[src/rtl/sram_port_arbiter.sv]
// Round-robin arbiter sharing one single-port SRAM among NumHosts OBI-style requesters.
// Zero-latency grant, fixed one-cycle response; out-of-window accesses answer with an error.
module sram_port_arbiter #(
   parameter int                   NumHosts  = 3,
   parameter int                   AddrWidth = 32,
   parameter int                   DataWidth = 32,
   parameter logic [AddrWidth-1:0] MemBase   = 32'h0010_0000,
   parameter int                   MemSize   = 65536,
   parameter int                   MemAw     = $clog2(MemSize / 4)
) (
   input  logic                              clk_sys_i,
   input  logic                              rst_sys_i,
   input  logic [NumHosts-1:0]               host_req_i,
   input  logic [NumHosts-1:0]               host_we_i,
   input  logic [NumHosts*AddrWidth-1:0]     host_addr_i,
   input  logic [NumHosts*(DataWidth/8)-1:0] host_be_i,
   input  logic [NumHosts*DataWidth-1:0]     host_wdata_i,
   output logic [NumHosts-1:0]               host_gnt_o,
   output logic [NumHosts-1:0]               host_rvalid_o,
   output logic                              host_err_o,
   output logic [DataWidth-1:0]              host_rdata_o,
   output logic                              mem_req_o,
   output logic                              mem_we_o,
   output logic [MemAw-1:0]                  mem_addr_o,
   output logic [DataWidth/8-1:0]            mem_be_o,
   output logic [DataWidth-1:0]              mem_wdata_o,
   input  logic [DataWidth-1:0]              mem_rdata_i
);

   localparam int                 BeWidth  = DataWidth / 8;
   localparam int                 RrW      = $clog2(NumHosts);
   localparam logic [AddrWidth:0] MemSizeW = (AddrWidth + 1)'(MemSize);

   logic [RrW-1:0]       rr_q;
   logic [NumHosts-1:0]  rsp_host_q;
   logic                 rsp_valid_q;
   logic                 rsp_err_q;

   logic [RrW-1:0]       winner;
   logic                 granted;
   logic [NumHosts-1:0]  gnt;
   int                   scan_idx;
   logic [AddrWidth-1:0] win_addr;
   logic [AddrWidth:0]   offset;
   logic                 in_win;

   function automatic logic [RrW-1:0] wrap_inc(input logic [RrW-1:0] v);
      if (int'(v) == NumHosts - 1) return '0;
      return v + 1'b1;
   endfunction

   // Scan from rr_q upward, wrapping; first requester wins. Grants are held off during reset.
   always_comb begin
      winner   = '0;
      granted  = 1'b0;
      gnt      = '0;
      scan_idx = 0;
      for (int i = 0; i < NumHosts; i++) begin
         scan_idx = int'(rr_q) + i;
         if (scan_idx >= NumHosts) scan_idx = scan_idx - NumHosts;
         if (!granted && host_req_i[scan_idx]) begin
            granted = 1'b1;
            winner  = RrW'(scan_idx);
         end
      end
      if (rst_sys_i) granted = 1'b0;
      if (granted) gnt[winner] = 1'b1;
   end

   // Widened subtraction: an address below MemBase wraps to a huge offset and fails the bound.
   assign win_addr = host_addr_i[winner*AddrWidth +: AddrWidth];
   assign offset   = {1'b0, win_addr} - {1'b0, MemBase};
   assign in_win   = (offset < MemSizeW);

   assign host_gnt_o  = gnt;
   assign mem_req_o   = granted & in_win;
   assign mem_we_o    = host_we_i[winner];
   assign mem_addr_o  = offset[MemAw+1:2];
   assign mem_be_o    = host_be_i[winner*BeWidth +: BeWidth];
   assign mem_wdata_o = host_wdata_i[winner*DataWidth +: DataWidth];

   always_ff @(posedge clk_sys_i or posedge rst_sys_i) begin
      if (rst_sys_i) begin
         rr_q        <= '0;
         rsp_host_q  <= '0;
         rsp_valid_q <= 1'b0;
         rsp_err_q   <= 1'b0;
      end else begin
         if (granted) rr_q <= wrap_inc(winner);
         rsp_host_q  <= gnt;
         rsp_valid_q <= granted;
         rsp_err_q   <= granted & ~in_win;
      end
   end

   // Response stage: SRAM data arrives this cycle for the host granted last cycle.
   assign host_rvalid_o = rsp_valid_q ? rsp_host_q : '0;
   assign host_err_o    = rsp_valid_q & rsp_err_q;
   assign host_rdata_o  = rsp_err_q ? '0 : mem_rdata_i;

endmodule

[config.mk]
export PLATFORM = sky130hd
export DESIGN_NAME = sram_port_arbiter
export DESIGN_NICKNAME = d
export VERILOG_FILES = /design/src/rtl/sram_port_arbiter.sv
export SDC_FILE = /design/constraint.sdc
export NUM_CORES = 1
export LEC_CHECK = 0
export ABC_AREA = 1
export ABC_CLOCK_PERIOD_IN_PS = 6500
export CORE_AREA = 3 3 130 132
export DETAILED_ROUTE_END_ITERATION = 7
export DIE_AREA = 0 0 133 135
export PLACE_DENSITY = 0.6
export SLEW_MARGIN = 10
export SYNTH_ARGS = -nofsm -noshare
export SYNTH_HDL_FRONTEND = slang
export SYNTH_SLANG_ARGS = --single-unit
[constraint.sdc]
create_clock -name clk_sys_i -period 6.5 [get_ports clk_sys_i]
set_input_delay 1.95 -clock clk_sys_i [delete_from_list [all_inputs] [get_ports clk_sys_i]]
set_output_delay 1.95 -clock clk_sys_i [all_outputs]
set_load 0.01 [all_outputs]
[Yosys cells after proc, flatten, opt, wreduce, memory -nomap -nowiden]
Index checks and enable logic that the tools add are counted.
Storage, ports and cells
  register bits after elaboration: 7
  input port bits: 244
Cells by class
  multiplexer cells: 30
  $add $sub $neg: 7
  bitwise logic cells: 4
  $lt $le $gt $ge: 9
  shift-type cells: 3
  reductions and logical operators: 5
  equal/unequal tests: 1
Operators by type and width (count)
  96-bit by 8-bit variable part select with 32-bit output: 2
  32-bit 2-to-1 mux: 4
  32-bit by 4-bit less-than comparator with 1-bit output, second input constant: 3
  33-bit by 17-bit less-than comparator with 1-bit output, second input constant: 1
  32-bit by 21-bit subtractor with 33-bit output, second input constant: 1
  1-bit 2-to-1 mux: 14
  12-bit by 5-bit variable part select with 4-bit output: 1
  2-bit 2-to-1 mux: 5
  1-bit binary-select mux with 2-bit select: 4
  3-bit by 2-bit subtractor with 4-bit output, second input constant: 2
  3-bit by 2-bit >= comparator with 1-bit output, second input constant: 2
  3-bit 2-to-1 mux: 2
  2-bit by 1-bit adder with 3-bit output, second input constant: 1
  2-bit by 2-bit adder with 3-bit output, second input constant: 1
  1-bit AND: 3
  1-bit logical AND: 3
  2-bit by 3-bit less-than comparator with 1-bit output, second input constant: 1
  2-bit by 2-bit subtractor with 3-bit output, second input constant: 1
  2-bit by 1-bit adder with 2-bit output, second input constant: 1
  1-bit demux with 2-bit select: 1
  2-bit equality test, second input constant: 1
  2-bit by 1-bit >= comparator with 1-bit output, second input constant: 1
  2-bit >= comparator, second input constant: 1
  1-bit zero test: 2
  1-bit inverter: 1

[Longest topological paths before layout]
Gate-level depths: netlist of run 1.
  depth after elaboration: 17
  gate-level depth with buffers: 30
  mapped depth without buffers: 29

[Worst setup path before layout of run 1]
No wires, ideal clock.
  path type: input port to output port
  from: in host_req_i[1]
  to: out mem_req_o
  stages on the path: 26
  slack: 0.429 ns
  required time: 4.550 ns
  path buffers: 1
  arrival: 4.121 ns
  path through: inv_1 > nand2_1 > nand3_2 > nand2_2 > nand3_2 > nand3_2 > nand2_4 > buf_12 > inv_2 > nand2_1 > nand2_1 > nand2_1 > nand2_1 > inv_1 > ha_1 > o21a_1 > nand3_1 > nor2_1 > nand3_1 > nor2_1 > nand2_1 > nor2_1 > nand2_1 > nor2_2 > nand2_1 > nor2_1
Between the ends
  cells in the longest elaborated chain, start to end: 14
Ends and longest elaborated chain
  from (decl): RTL line 13  | input logic [NumHosts-1:0] host_req_i,
  1-bit binary-select mux with 2-bit select: RTL line 61  | if (!granted && host_req_i[scan_idx]) begin
  1-bit 2-to-1 mux (implied by the code) (2 in series): RTL line 61
  1-bit 2-to-1 mux: RTL line 61
  1-bit zero test: RTL line 61
  1-bit logical AND: RTL line 61
  1-bit 2-to-1 mux: RTL line 61
  1-bit zero test: RTL line 61
  1-bit logical AND: RTL line 61
  2-bit 2-to-1 mux: RTL line 61
  96-bit by 8-bit variable part select with 32-bit output: RTL line 71  | assign win_addr = host_addr_i[winner*AddrWidth +: AddrWidth];
  32-bit by 21-bit subtractor with 33-bit output: RTL line 72  | assign offset = {1'b0, win_addr} - {1'b0, MemBase};
  33-bit by 17-bit less-than comparator with 1-bit output: RTL line 73  | assign in_win = (offset < MemSizeW);
  1-bit AND (*): RTL line 76  | assign mem_req_o = granted & in_win;
  to (decl): RTL line 22  | output logic mem_req_o,
Every way passes the cells marked *; elsewhere a longest branch is shown, timed or not. The select of a mux whose other input is x is not followed.

[Final worst setup path of run 1]
Ends and elaborated chain as after synthesis.

==> flow_results.xml, run 1 <==
<?xml version="1.0" encoding="UTF-8"?>
<metrics>
  <group name="outcome">
    <metric name="outcome" unit="">completed</metric>
  </group>
  <group name="setup_path">
    <metric name="crit_path_max_fanout" unit="">7</metric>
    <metric name="critical_path.reg2reg.endpoint" unit="">rsp_err_q</metric>
    <metric name="timing.reg2reg.setup_slack" unit="ns">3.11</metric>
    <metric name="critical_path_origin" unit="">host_req_i[1]</metric>
    <metric name="timing.critical_path.to_type" unit="">output port</metric>
    <metric name="timing.critical_path.slowest_cell_delay" unit="ns">0.26</metric>
    <metric name="worstSetupStartpointType" unit="">input pin</metric>
    <metric name="arrival" unit="ns">4.39</metric>
    <metric name="cp_slowest_cell" unit="">sky130_fd_sc_hd__ha_1</metric>
    <metric name="critical_path.n_buffers_inverters" unit="">5</metric>
    <metric name="timing.reg2reg.worst_path_depth" unit="">24</metric>
    <metric name="r2r-start" unit="">rr_q[0]</metric>
    <metric name="timing.setup.critical_path_class" unit="">in2out</metric>
    <metric name="cp_top_family" unit="">simple AND/OR/NAND/NOR gates</metric>
    <metric name="cp.required" unit="ns">4.55</metric>
    <metric name="crit_path_frequent_cell" unit="">sky130_fd_sc_hd__nand2_1</metric>
  </group>
  <group name="power_and_ir_drop">
    <metric name="power_per_cell_area" unit="nW/um2">698.1</metric>
    <metric name="pwr-share-comb" unit="%">95.7</metric>
    <metric name="power.switching" unit="mW">2.416</metric>
    <metric name="power.switching_fraction" unit="%">52.42</metric>
    <metric name="clock_power_share" unit="%">2.2</metric>
    <metric name="power_leakage" unit="nW">3.050</metric>
    <metric name="power.total" unit="mW">4.608</metric>
    <metric name="ir_drop" unit="uV">480.0</metric>
    <metric name="internal-power" unit="mW">2.193</metric>
    <metric name="share_seq_of_total_power" unit="%">2.0</metric>
  </group>
  <group name="floorplan">
    <metric name="initial_utilization" unit="%">16.66</metric>
    <metric name="chipWidth" unit="um">133</metric>
    <metric name="fp.dieArea" unit="um2">17960</metric>
    <metric name="coreArea" unit="um2">15830</metric>
    <metric name="ios" unit="">335</metric>
    <metric name="num_rows" unit="">46</metric>
    <metric name="die_h" unit="um">135</metric>
  </group>
  <group name="hold_path">
    <metric name="worst_hold_path.num_cells" unit="">2</metric>
    <metric name="worstHoldEndpoint" unit="">rr_q[1]</metric>
    <metric name="hold_path.class" unit="">reg2reg</metric>
    <metric name="hp-start" unit="">rr_q[1]</metric>
  </group>
  <group name="timing">
    <metric name="fmaxAchievable" unit="MHz">157.6</metric>
    <metric name="rsz_0062_raised_after_global_routing" unit="">yes</metric>
    <metric name="whs" unit="ns">0.6379</metric>
    <metric name="final_hold_viol_count" unit="">0</metric>
    <metric name="setup-tns-final" unit="ns">0</metric>
    <metric name="fin_worst_skew" unit="ns">0.001453</metric>
    <metric name="layout_setup_ws" unit="ns">0.1559</metric>
    <metric name="maxSlewHeadroom" unit="%">33.56</metric>
    <metric name="period_share" unit="%">97.60</metric>
    <metric name="transition_time_of_the_tightest_slew_check_pin" unit="ns">0.9966</metric>
    <metric name="period_needed" unit="ns">6.344</metric>
    <metric name="finalSetupViolCount" unit="">0</metric>
    <metric name="slew_viol_final" unit="">0</metric>
  </group>
  <group name="yosys">
    <metric name="synth_area_leader_cell" unit="">sky130_fd_sc_hd__nand2_1</metric>
    <metric name="synth_most_common_cell" unit="">sky130_fd_sc_hd__nand2_1</metric>
    <metric name="postSynthCellCount" unit="">521</metric>
    <metric name="synth_fp_nets" unit="">770</metric>
    <metric name="synth-edff-count" unit="">0</metric>
    <metric name="synth.yosys.seq_area_share" unit="%">6.641</metric>
    <metric name="top_cell_type_s_share_of_synthesized_area" unit="%">23.77</metric>
    <metric name="syn_avg_cell_area" unit="um2">5.062</metric>
    <metric name="async_flop_share" unit="%">100.0</metric>
    <metric name="synth.yosys.warnings" unit="">0</metric>
    <metric name="yosys-top-cells-count" unit="">sky130_fd_sc_hd__nand2_1, sky130_fd_sc_hd__nand3_1, sky130_fd_sc_hd__inv_1</metric>
    <metric name="synth_top_cells_by_area" unit="">sky130_fd_sc_hd__nand2_1, sky130_fd_sc_hd__nand3_1, sky130_fd_sc_hd__inv_1, sky130_fd_sc_hd__nor2_1, sky130_fd_sc_hd__a22oi_1</metric>
    <metric name="post_synth_design_cell_area" unit="um2">2638</metric>
    <metric name="post_synth_num_cell_types" unit="">34</metric>
    <metric name="ys_dominant_reg_cell" unit="">sky130_fd_sc_hd__dfrtp_1</metric>
    <metric name="synth.ff_latch_count" unit="">7</metric>
  </group>
  <group name="clock_tree">
    <metric name="worst_skew_pair.late_latency" unit="ns">0.23</metric>
    <metric name="clkTransAtPathRegs" unit="ns">0.04</metric>
    <metric name="cts_made_buffers" unit="">3</metric>
    <metric name="cts_root_buf" unit="">sky130_fd_sc_hd__clkbuf_16</metric>
    <metric name="clock_sinks" unit="">7</metric>
    <metric name="clock_tree.htree_level_count" unit="">1</metric>
    <metric name="ctsLongestPathBuffers" unit="">2</metric>
    <metric name="clock_tree_from_tritoncts" unit="">done</metric>
  </group>
  <group name="grt">
    <metric name="grt_pass1_vias" unit="">4477</metric>
    <metric name="antenna_found_initial" unit="">2</metric>
    <metric name="global_router_s_overall_resource_usage" unit="%">16.95</metric>
    <metric name="grt_overflow_total" unit="">0</metric>
    <metric name="grt_first_pass_wirelength" unit="mm">24.31</metric>
    <metric name="grt_max_degree" unit="">38</metric>
  </group>
  <group name="final_layout">
    <metric name="finish.net_count" unit="">1118</metric>
    <metric name="drive_gt1_share" unit="%">12.44</metric>
    <metric name="area_delta_synth_final" unit="%">150.3</metric>
    <metric name="fill_cell_total_of_the_finished_layout" unit="">1688</metric>
    <metric name="postLayoutCellArea" unit="um2">6601</metric>
  </group>
  <group name="placement">
    <metric name="place.detailed.hpwl" unit="mm">14.06</metric>
    <metric name="placed_area" unit="um2">6270</metric>
    <metric name="post-place-ws" unit="ns">-0.7521</metric>
    <metric name="quantity_of_i_o_buffers_inserted_on_ports" unit="">328</metric>
    <metric name="place_congestion" unit="">0.8423</metric>
  </group>
  <group name="drt">
    <metric name="postRouteAntennaNets" unit="">0</metric>
    <metric name="drt-total-wl" unit="mm">16.68</metric>
    <metric name="drc_errors" unit="">0</metric>
    <metric name="dr.first_iter.drc_count" unit="">178</metric>
    <metric name="detail_route.vias_per_cell" unit="">4.316</metric>
    <metric name="first_pass_iters" unit="">6</metric>
    <metric name="route.detailed.wl_per_inst" unit="um">15.36</metric>
    <metric name="detailroute.via_count" unit="">4687</metric>
  </group>
  <group name="job">
    <metric name="max-cap-violations" unit="">0</metric>
  </group>
</metrics>
-- cells in the final DEF, fill, tap and decap left out, types with 2 or more instances in the layout --
master,instances
sky130_fd_sc_hd__nand2_2,13
sky130_fd_sc_hd__inv_2,6
sky130_fd_sc_hd__a22oi_1,26
sky130_fd_sc_hd__or4_1,2
sky130_fd_sc_hd__nor2_4,3
sky130_fd_sc_hd__diode_2,2
sky130_fd_sc_hd__clkinv_4,2
sky130_fd_sc_hd__ha_1,5
sky130_fd_sc_hd__nand4_1,4
sky130_fd_sc_hd__dfrtp_1,7
sky130_fd_sc_hd__inv_1,61
sky130_fd_sc_hd__clkbuf_16,3
sky130_fd_sc_hd__clkdlybuf4s50_1,324
sky130_fd_sc_hd__nand3_4,6
sky130_fd_sc_hd__nor2_2,6
sky130_fd_sc_hd__nand3_2,7
sky130_fd_sc_hd__nand2_1,158
sky130_fd_sc_hd__o21ai_0,4
sky130_fd_sc_hd__nand3_1,103
sky130_fd_sc_hd__buf_4,45
sky130_fd_sc_hd__nand3b_1,2
sky130_fd_sc_hd__nor2_1,58
sky130_fd_sc_hd__a21oi_1,2
sky130_fd_sc_hd__nand2_4,5
sky130_fd_sc_hd__buf_6,2
-- kinds of logic after synthesis --
family,count (synthesis),share of synthesized area [%]
XOR/XNOR,1,0.3321
adder cells (fa/ha/maj),5,2.372
flip-flops,7,6.641
AO/OA/AOI/OAI,37,10.25
AND/OR/NAND/NOR,370,64.18
buffers and inverters,101,16.22
-- timing repair --
item / CTS / global route
gates resized for setup: 33 / 23
pin swaps: 20 / 26
setup buffers: 9 / 6
cloned: 0 / 0
hold buffers: 0 / 0
endpoints found under the setup margin: 39 / 4
-- power groups by stage --
stage	clock network (mW)	registers, mW	logic [mW]
CTS	0.105	0.0947	4.39
detailed placement	0	0.0946	4.22
floorplan	0	0.0696	2.28
finish	0.104	0.0938	4.41
global route	0.108	0.0992	4.83
global placement	0	0.0945	4.21
-- per-layer routing --
layer | vias to the layer above | wire (um) | share of wire, % | track usage (%)
li1 | 2361 | - | - | -
met1 | 2061 | 6506 | 39 | 19.97
met2 | 243 | 8105 | 49 | 30.16
met3 | 22 | 1760 | 11 | 5.626
met4 | 0 | 310 | 1.9 | 3.233
met5 | - | 0 | 0 | 0
-- worst reg2reg max path: stages (launching register included) --
cell,delay [ns]
sky130_fd_sc_hd__dfrtp_1,0.37
sky130_fd_sc_hd__inv_1,0.09
sky130_fd_sc_hd__ha_1,0.51
sky130_fd_sc_hd__inv_2,0.13
sky130_fd_sc_hd__nand2_1,0.08
sky130_fd_sc_hd__nand3_1,0.09
sky130_fd_sc_hd__nand2_2,0.13
sky130_fd_sc_hd__nand2_4,0.07
sky130_fd_sc_hd__clkinv_4,0.06
sky130_fd_sc_hd__nand3_4,0.10
sky130_fd_sc_hd__nand2_8,0.13
sky130_fd_sc_hd__buf_4,0.12
sky130_fd_sc_hd__buf_4,0.09
sky130_fd_sc_hd__buf_4,0.26
sky130_fd_sc_hd__nand3b_1,0.11
sky130_fd_sc_hd__nand3_1,0.18
sky130_fd_sc_hd__nand2_1,0.11
sky130_fd_sc_hd__nor2_1,0.15
sky130_fd_sc_hd__nand3_1,0.09
sky130_fd_sc_hd__nand2_1,0.06
sky130_fd_sc_hd__nand2_1,0.04
sky130_fd_sc_hd__nand2_1,0.06
sky130_fd_sc_hd__inv_1,0.05
sky130_fd_sc_hd__buf_4,0.12
sky130_fd_sc_hd__a21oi_1,0.12
-- state kept, by name, indices dropped and copies added (netlist names) --
register / cells
rsp_valid_q: 1
rr_q: 2
rsp_host_q: 3
rsp_err_q: 1
-- metrics by stage --
step / instances / util, %
after floorplan: 521 / -
after global placement: 1065 / 39.61
after detailed placement: 1065 / 39.61
after CTS: 1078 / 41.04
after global routing: 1085 / 41.69
final: 1086 / 41.71
-- layout make-up --
| cell class | instances | area [um2] | share of cell area [%] |
|---|---|---|---|
| Multi-Input combinational cell | 413 | 2168 | 32.85 |
| Antenna cell | 2 | 5.005 | 0.07582 |
| Clock buffer | 4 | 78.83 | 1.194 |
| Timing Repair Buffer | 374 | 3628 | 54.97 |
| Sequential cell | 7 | 175.2 | 2.654 |
| Tap cell | 216 | 270.3 | 4.094 |
| Inverter | 70 | 275.3 | 4.170 |
-- worst max path at each step --
stage               slack [ns]        end  cells past startpoint
floorplan                 0.43  mem_req_o                     26
global placement         -0.76  mem_req_o                     26
detailed placement       -0.75  mem_req_o                     26
CTS                      0.004  mem_req_o                     27
global route             -0.11  mem_req_o                     26
finish                    0.16  mem_req_o                     27
Power figures use the tool's default switching activity.
==> run 2: changes to the inputs <==
CTS_CLUSTER_SIZE = 14   (was not set)
==> results of run 2 <==
Final layout, timing and power as in run 1 (identical DEF).
